<file path="config.mk">
export PLATFORM = sky130hd
export DESIGN_NAME = pwm_audio_player_flat
export DESIGN_NICKNAME = d
export VERILOG_FILES = /design/src/rtl/audio_pkg.sv /design/src/rtl/pwm_audio_player_if.sv /design/src/rtl/pwm_audio_player_pwm_gen.sv /design/src/rtl/pwm_audio_player.sv /design/src/flat_wrapper.sv
export SDC_FILE = /design/constraint.sdc
export NUM_CORES = 1
export LEC_CHECK = 0
export CAP_MARGIN = 20
export CELL_PAD_IN_SITES_DETAIL_PLACEMENT = 0
export CELL_PAD_IN_SITES_GLOBAL_PLACEMENT = 2
export CORE_MARGIN = 4
export CORE_UTILIZATION = 32
export CTS_CLUSTER_DIAMETER = 100
export DETAILED_ROUTE_END_ITERATION = 10
export PLACE_DENSITY_LB_ADDON = 0.1
export RECOVER_POWER = 100
export SETUP_SLACK_MARGIN = 0.02
export SYNTH_ARGS = -nofsm -noshare
export SYNTH_HDL_FRONTEND = slang
export SYNTH_SLANG_ARGS = --single-unit
</file>
<file path="constraint.sdc">
create_clock -name clk -period 1.8 [get_ports clk]
set_input_delay 0.45 -clock clk [delete_from_list [all_inputs] [get_ports clk]]
set_output_delay 0.45 -clock clk [all_outputs]
set_load 0.01 [all_outputs]
</file>
<file path="src/rtl/audio_pkg.sv">
// Shared types and constants for the PWM audio player: FSM states, silence level
// and the volume scaling helper used in front of the PWM generator.
package audio_pkg;

    localparam int PWM_BITS = 8;
    localparam logic [PWM_BITS-1:0] SILENCE = 8'd128;
    localparam int DEFAULT_CLK_FREQ = 50_000_000;

    typedef enum logic [1:0] {
        ST_IDLE,
        ST_FETCH,
        ST_WAIT,
        ST_HOLD
    } state_t;

    // Attenuate around the mid-scale point so silence stays at 128 for every volume.
    function automatic logic [PWM_BITS-1:0] scale_sample(input logic [PWM_BITS-1:0] sample,
                                                         input logic [1:0] shift);
        logic signed [PWM_BITS:0] offset;
        logic signed [PWM_BITS:0] scaled;
        offset = $signed({1'b0, sample}) - 9'sd128;
        scaled = offset >>> shift;
        return scaled[PWM_BITS-1:0] + SILENCE;
    endfunction

endpackage

</file>
<file path="src/rtl/pwm_audio_player_if.sv">
// Pop-style read interface between the player and its upstream byte buffer.
interface pwm_audio_player_if;

    logic       buf_empty;
    logic [7:0] buf_data;
    logic       buf_valid;
    logic       read_en;

    modport master (output read_en, input buf_empty, input buf_data, input buf_valid);
    modport slave  (input read_en, output buf_empty, output buf_data, output buf_valid);

endinterface

</file>
<file path="src/rtl/pwm_audio_player_pwm_gen.sv">
// Free-running PWM generator; the duty register only updates on counter wrap so a
// period is never cut short or stretched by a mid-period duty change.
module pwm_gen
    import audio_pkg::*;
(
    input  logic                clk,
    input  logic                rst_n,
    input  logic [PWM_BITS-1:0] duty_in,
    output logic [PWM_BITS-1:0] duty,
    output logic                pwm_out
);

    logic [PWM_BITS-1:0] count;

    // pwm_out is registered so reset drives the pin low even though duty resets to mid-scale.
    always_ff @(posedge clk or negedge rst_n) begin
        if (!rst_n) begin
            count   <= '0;
            duty    <= SILENCE;
            pwm_out <= 1'b0;
        end else begin
            count   <= count + 1'b1;
            if (count == '1)
                duty <= duty_in;
            pwm_out <= (count < duty);
        end
    end

endmodule

</file>
<file path="src/rtl/pwm_audio_player.sv">
// PWM audio player: fetches one byte per sample tick from an upstream buffer,
// applies volume attenuation and plays it through a wrap-synchronised PWM.
module pwm_audio_player
    import audio_pkg::*;
#(
    parameter int CLK_FREQ    = DEFAULT_CLK_FREQ,
    parameter int SAMPLE_RATE = 8_000,
    parameter int WAIT_LIMIT  = 4
) (
    input  logic                       clk,
    input  logic                       rst_n,
    input  logic                       enable,
    input  logic [1:0]                 volume,
    pwm_audio_player_if.master         bus,
    output logic                       pwm_out,
    output logic [PWM_BITS-1:0]        duty,
    output logic [15:0]                underrun_count,
    output logic                       playing
);

    localparam int SAMPLE_DIV = CLK_FREQ / SAMPLE_RATE;
    localparam int TICK_W     = (SAMPLE_DIV > 1) ? $clog2(SAMPLE_DIV) : 1;
    localparam int WAIT_W     = (WAIT_LIMIT > 1) ? $clog2(WAIT_LIMIT) : 1;
    localparam logic [TICK_W-1:0] TICK_LAST = TICK_W'(SAMPLE_DIV - 1);
    localparam logic [WAIT_W-1:0] WAIT_LAST = WAIT_W'(WAIT_LIMIT - 1);

    logic [TICK_W-1:0]   tick_count;
    logic                tick;
    state_t              state, state_d;
    logic [PWM_BITS-1:0] target, target_d;
    logic [WAIT_W-1:0]   wait_count, wait_d;
    logic                underrun;
    logic [PWM_BITS-1:0] duty_in;

    always_ff @(posedge clk or negedge rst_n) begin
        if (!rst_n)
            tick_count <= '0;
        else if (!enable || tick_count == TICK_LAST)
            tick_count <= '0;
        else
            tick_count <= tick_count + 1'b1;
    end

    assign tick = enable && (tick_count == TICK_LAST);

    // A tick only matters in IDLE/HOLD; FETCH/WAIT never see an underrun from a tick,
    // which keeps capture and underrun mutually exclusive.
    always_comb begin
        state_d     = state;
        target_d    = target;
        wait_d      = wait_count;
        underrun    = 1'b0;
        bus.read_en = 1'b0;
        if (!enable) begin
            state_d  = ST_IDLE;
            target_d = SILENCE;
            wait_d   = '0;
        end else begin
            case (state)
                ST_IDLE, ST_HOLD: begin
                    if (tick) begin
                        if (!bus.buf_empty) begin
                            state_d = ST_FETCH;
                        end else begin
                            state_d  = ST_IDLE;
                            target_d = SILENCE;
                            underrun = 1'b1;
                        end
                    end
                end
                ST_FETCH: begin
                    if (bus.buf_empty) begin
                        state_d  = ST_IDLE;
                        target_d = SILENCE;
                        underrun = 1'b1;
                    end else begin
                        bus.read_en = 1'b1;
                        state_d     = ST_WAIT;
                        wait_d      = '0;
                    end
                end
                ST_WAIT: begin
                    if (bus.buf_valid) begin
                        target_d = bus.buf_data;
                        state_d  = ST_HOLD;
                    end else if (wait_count == WAIT_LAST) begin
                        target_d = SILENCE;
                        underrun = 1'b1;
                        state_d  = ST_IDLE;
                    end else begin
                        wait_d = wait_count + 1'b1;
                    end
                end
                default: state_d = ST_IDLE;
            endcase
        end
    end

    always_ff @(posedge clk or negedge rst_n) begin
        if (!rst_n) begin
            state          <= ST_IDLE;
            target         <= SILENCE;
            wait_count     <= '0;
            underrun_count <= '0;
        end else begin
            state      <= state_d;
            target     <= target_d;
            wait_count <= wait_d;
            if (underrun && underrun_count != 16'hFFFF)
                underrun_count <= underrun_count + 16'd1;
        end
    end

    assign playing = (state == ST_HOLD);
    assign duty_in = scale_sample(target, volume);

    pwm_gen u_pwm_gen (
        .clk     (clk),
        .rst_n   (rst_n),
        .duty_in (duty_in),
        .duty    (duty),
        .pwm_out (pwm_out)
    );

endmodule

</file>
<file path="src/flat_wrapper.sv">
// flat-port wrapper written by rule: the top's interface ports become plain ports
module pwm_audio_player_flat import audio_pkg::*;
#(
    parameter int CLK_FREQ    = DEFAULT_CLK_FREQ,
    parameter int SAMPLE_RATE = 8_000,
    parameter int WAIT_LIMIT  = 4
)
  (clk, rst_n, enable, volume, pwm_out, duty, underrun_count, playing, bus_read_en, bus_buf_empty, bus_buf_data, bus_buf_valid);
  pwm_audio_player_if bus_i ();
  input  logic clk;
  input  logic rst_n;
  input  logic enable;
  input  logic [1:0] volume;
  output logic pwm_out;
  output logic [PWM_BITS-1:0] duty;
  output logic [15:0] underrun_count;
  output logic playing;
  output wire logic [$bits(bus_i.read_en)-1:0] bus_read_en;
  input wire logic [$bits(bus_i.buf_empty)-1:0] bus_buf_empty;
  input wire logic [$bits(bus_i.buf_data)-1:0] bus_buf_data;
  input wire logic [$bits(bus_i.buf_valid)-1:0] bus_buf_valid;
  assign bus_read_en = bus_i.read_en;
  assign bus_i.buf_empty = bus_buf_empty;
  assign bus_i.buf_data = bus_buf_data;
  assign bus_i.buf_valid = bus_buf_valid;
  pwm_audio_player #(.CLK_FREQ(CLK_FREQ), .SAMPLE_RATE(SAMPLE_RATE), .WAIT_LIMIT(WAIT_LIMIT)) u_core (.clk(clk), .rst_n(rst_n), .enable(enable), .volume(volume), .bus(bus_i), .pwm_out(pwm_out), .duty(duty), .underrun_count(underrun_count), .playing(playing));
endmodule
</file>
==> out/metrics.csv <==
stage,metric,value,unit
status,status,"complete, but fails checks",
status,violations,negative setup slack,
logic_synthesis,synth_nets,329,
cells_and_area,drive_gt1_frac,0.274,
pwr,power_density,700,nW/µm²
sta,slew_violations,0,
logic_synthesis,synth_top_area_frac,0.458,
sta,fin_crit,1.98,ns
grt,antenna_found_initial,0,
sta,final-hold-violation-count,0,
critical_path,max_stage_delay,0.39,ns
sta,rsz0062_at_grt,yes,
drt,vias,2460,
sta,clock.fmax,506,MHz
floorplanning,initial_core_util,0.330,
cells_and_area,stdcell_count,531,
logic_synthesis,seq_area_frac_synth,0.475,
sta,tns,-1.80,ns
logic_synthesis,ys_warn_count,0,
drt,first_iter_violations,65,
drt,routedWlPerCell,13.4,µm
cells_and_area,n_antenna_cell,0,
logic_synthesis,synth-edff-count,0,
critical_path,startpoint,u_core.state[1]$_DFFE_PN0P_,
drt,ant_nets,0,
pwr,p_leak,1.99,nW
clock_network,cts_tree,done,
sta,worst_pin_slew,1.48,ns
clock_network,cts_root_buf,clkbuf_8,
logic_synthesis,syn_area_per_cell,10.2,µm²
critical_path,slowest_stage,dfrtp_1,
clock_network,clock_sinks,58,
drt,first_pass_iters,4,
clock_network,clk_latency,0.34,ns
floorplanning,die_area,11200,µm²
flow_run,drv_cap,0,
clock_network,htreeDepth,3,
critical_path,path_cells,buf_6 -> ha_4 -> or2b_1 -> a21o_1 -> a22oi_2 -> buf_6 -> mux2_4,
logic_synthesis,synth_ff_type,dfrtp_1,
logic_synthesis,synth_top_area_cell,dfrtp_1,
critical_path,start_kind,register,
clock_network,cts_buffer_depth,2,
logic_synthesis,ys_ff_latch,58,
clock_network,clk_pin_slew_worst_paths,0.07,ns
sta,holdWs,0.486,ns
place,gp_congestion,0.737,
critical_path,cp-end-kind,register,
grt,grt.total_usage,0.136,
grt,grt_overflow_total,0,
critical_path,worst_ep_arrival_time,2.20,ns
pwr,ir_drop,0.000450,V
cells_and_area,area_delta_synth_final,43.1,%
critical_path,crit_type,reg -> reg,
logic_synthesis,ys_types,50,
logic_synthesis,netlist_instances,299,
critical_path,rrSetupSlack,-0.18,ns
grt,grt_max_degree,59,
place,dp_hpwl,4.98,mm
place,port_buffers,41,
sta,maxSlewHeadroom,0.0101,
grt,grt_pass1_wl,12.0,mm
logic_synthesis,synth_area_leaders,"dfrtp_1 (46%), ha_1 (6.1%), xnor2_1 (6.0%)",
clock_network,numCtsBuffers,9,
critical_path,reg2reg_from,u_core.state[1]$_DFFE_PN0P_,
critical_path,r2r_cells,7,
hold_path,hp-class,reg -> reg,
pwr,finalPower,0.00307,W
cells_and_area,layout_commonest_cell,dfrtp_1,
drt,route.detailed.drc,0,
floorplanning,dieWidth,106,µm
critical_path,critPathCapture,u_core.underrun_count[1]$_DFFE_PN0P_,
critical_path,path_max_fanout,6,
sta,fin_crit_sh,1.10,
cells_and_area,mostFrequentLayoutCells,"dfrtp_1 (55), buf_4 (43), nor2_1 (25), clkdlybuf4s50_1 (25)",
sta,setup_viol,24,
logic_synthesis,synth_area,3060,µm²
sta,setup_slack,-0.176,ns
cells_and_area,fin_nets,427,
floorplanning,die_h,106,µm
clock_network,cts_hold_buf,0,
grt,grt_pass1_vias,2488,
place,place_ws,-0.454,ns
floorplanning,io_pins,42,
sta,clock_skew,0.00930,ns
floorplanning,coreArea,9280,µm²
critical_path,crit_top_cell,buf_6,
place,dp_cells,498,
critical_path,r2r_end,u_core.underrun_count[1]$_DFFE_PN0P_,
drt,drt-total-wl,7.09,mm
drt,via_per_inst,4.63,
logic_synthesis,synthArstFlopShare,1.00,
critical_path,critPathRequiredTime,2.02,ns
floorplanning,std_cell_rows,35,
hold_path,min-delay-start,u_core.u_pwm_gen.count[0]$_DFF_PN0_,
state kept, by name, indices dropped and copies added (netlist names):
signal	cells
u_core.wait_count	2
u_core.u_pwm_gen.duty	8
u_core.underrun_count	16
u_core.tick_count	13
u_core.state	2
u_core.u_pwm_gen.pwm_out	1
u_core.target	8
u_core.u_pwm_gen.count	8
cell usage after synthesis (2+ instances only):
master	number
dfrtp_1	56
nor2_1	25
inv_1	24
nand3_1	23
nand2_1	22
xnor2_1	21
o21ai_0	16
ha_1	15
nand4_1	9
xor2_1	9
and3_1	7
clkbuf_1	5
a21oi_1	4
a21boi_0	3
buf_2	3
mux2_2	3
mux2i_1	3
nor3_1	3
o21ai_1	3
a31oi_1	2
and2_1	2
and4b_1	2
buf_6	2
dfstp_2	2
mux4_2	2
nand2b_1	2
nand3_2	2
nand3b_1	2
nand4_2	2
nand4b_1	2
nor2b_1	2
o21a_1	2
o21ai_2	2
worst min-delay path by stage:
| stage | to | slack, ns | cells past startpoint |
|---|---|---|---|
| detailed placement | u_core.u_pwm_gen.count[0]$_DFF_PN0_ | 0.47 | 1 |
| CTS | u_core.u_pwm_gen.duty[4]$_DFFE_PN0N_ | 0.11 | 2 |
| global placement | u_core.u_pwm_gen.count[0]$_DFF_PN0_ | 0.46 | 1 |
| global route | u_core.underrun_count[4]$_DFFE_PN0P_ | 0.53 | 1 |
| finish | u_core.u_pwm_gen.count[0]$_DFF_PN0_ | 0.49 | 1 |
| floorplan | u_core.state[0]$_DFFE_PN0P_ | 0.15 | 0 |
kinds of logic after synthesis:
kind of cell	after synthesis	synth area share
muxes	9	0.0392
AOI/OAI and AO/OA	42	0.0944
and+or+nand+nor	111	0.196
adders and majority gates	15	0.0613
buffers and inverters	34	0.0478
xor gates and xnor gates	30	0.0859
DFF	58	0.475
routing by layer:
metal  wire (µm)  up-vias  global-route usage
met5           0        -                   0
met4          91        0              0.0389
met3         241        8              0.0429
met2        3600       34               0.232
met1        3160     1192               0.164
li1            -     1226                   -
final cells by class:
cell class | count | area [µm²]
fillers | 932 | 4900
multi-input cells | 207 | 1590
flip-flops and latches | 58 | 1460
repair buffers | 97 | 865
well taps | 129 | 161
clock buffers | 11 | 141
inverters | 24 | 90.1
clock inverters | 5 | 77.6
where the power goes:
part	leakage (nW)	switching (W)	internal, W	total, W
sequential	0.748	0.0000246	0.00133	0.00135
combinational	1.14	0.000179	0.000194	0.000372
clock	0.109	0.000526	0.000813	0.00134
total	1.99	0.000729	0.00234	0.00307
stage by stage:
stage	utilization	instance area (µm²)
after detailed placement	0.423	3930
after global placement	0.423	3930
after CTS	0.463	4300
after global routing	0.472	4380
after floorplan	-	3090
final	0.472	4380
critical path, delay by kind of cell (launching register included):
kind                       cells  cell delay [ns]
buffers and inverters          2             0.29
DFF                            1             0.39
muxes                          1             0.29
AOI/OAI and AO/OA              2             0.43
and+or+nand+nor                1             0.24
adders and majority gates      1             0.22
timing repair:
action,in CTS,in global routing
endpoints found under the setup margin,34,38
gates cloned,1,0
pin swaps,8,15
endpoints found under the hold margin,0,0
resized for setup,34,22
setup buffers,8,9
(Power assumes the default switching activity.)
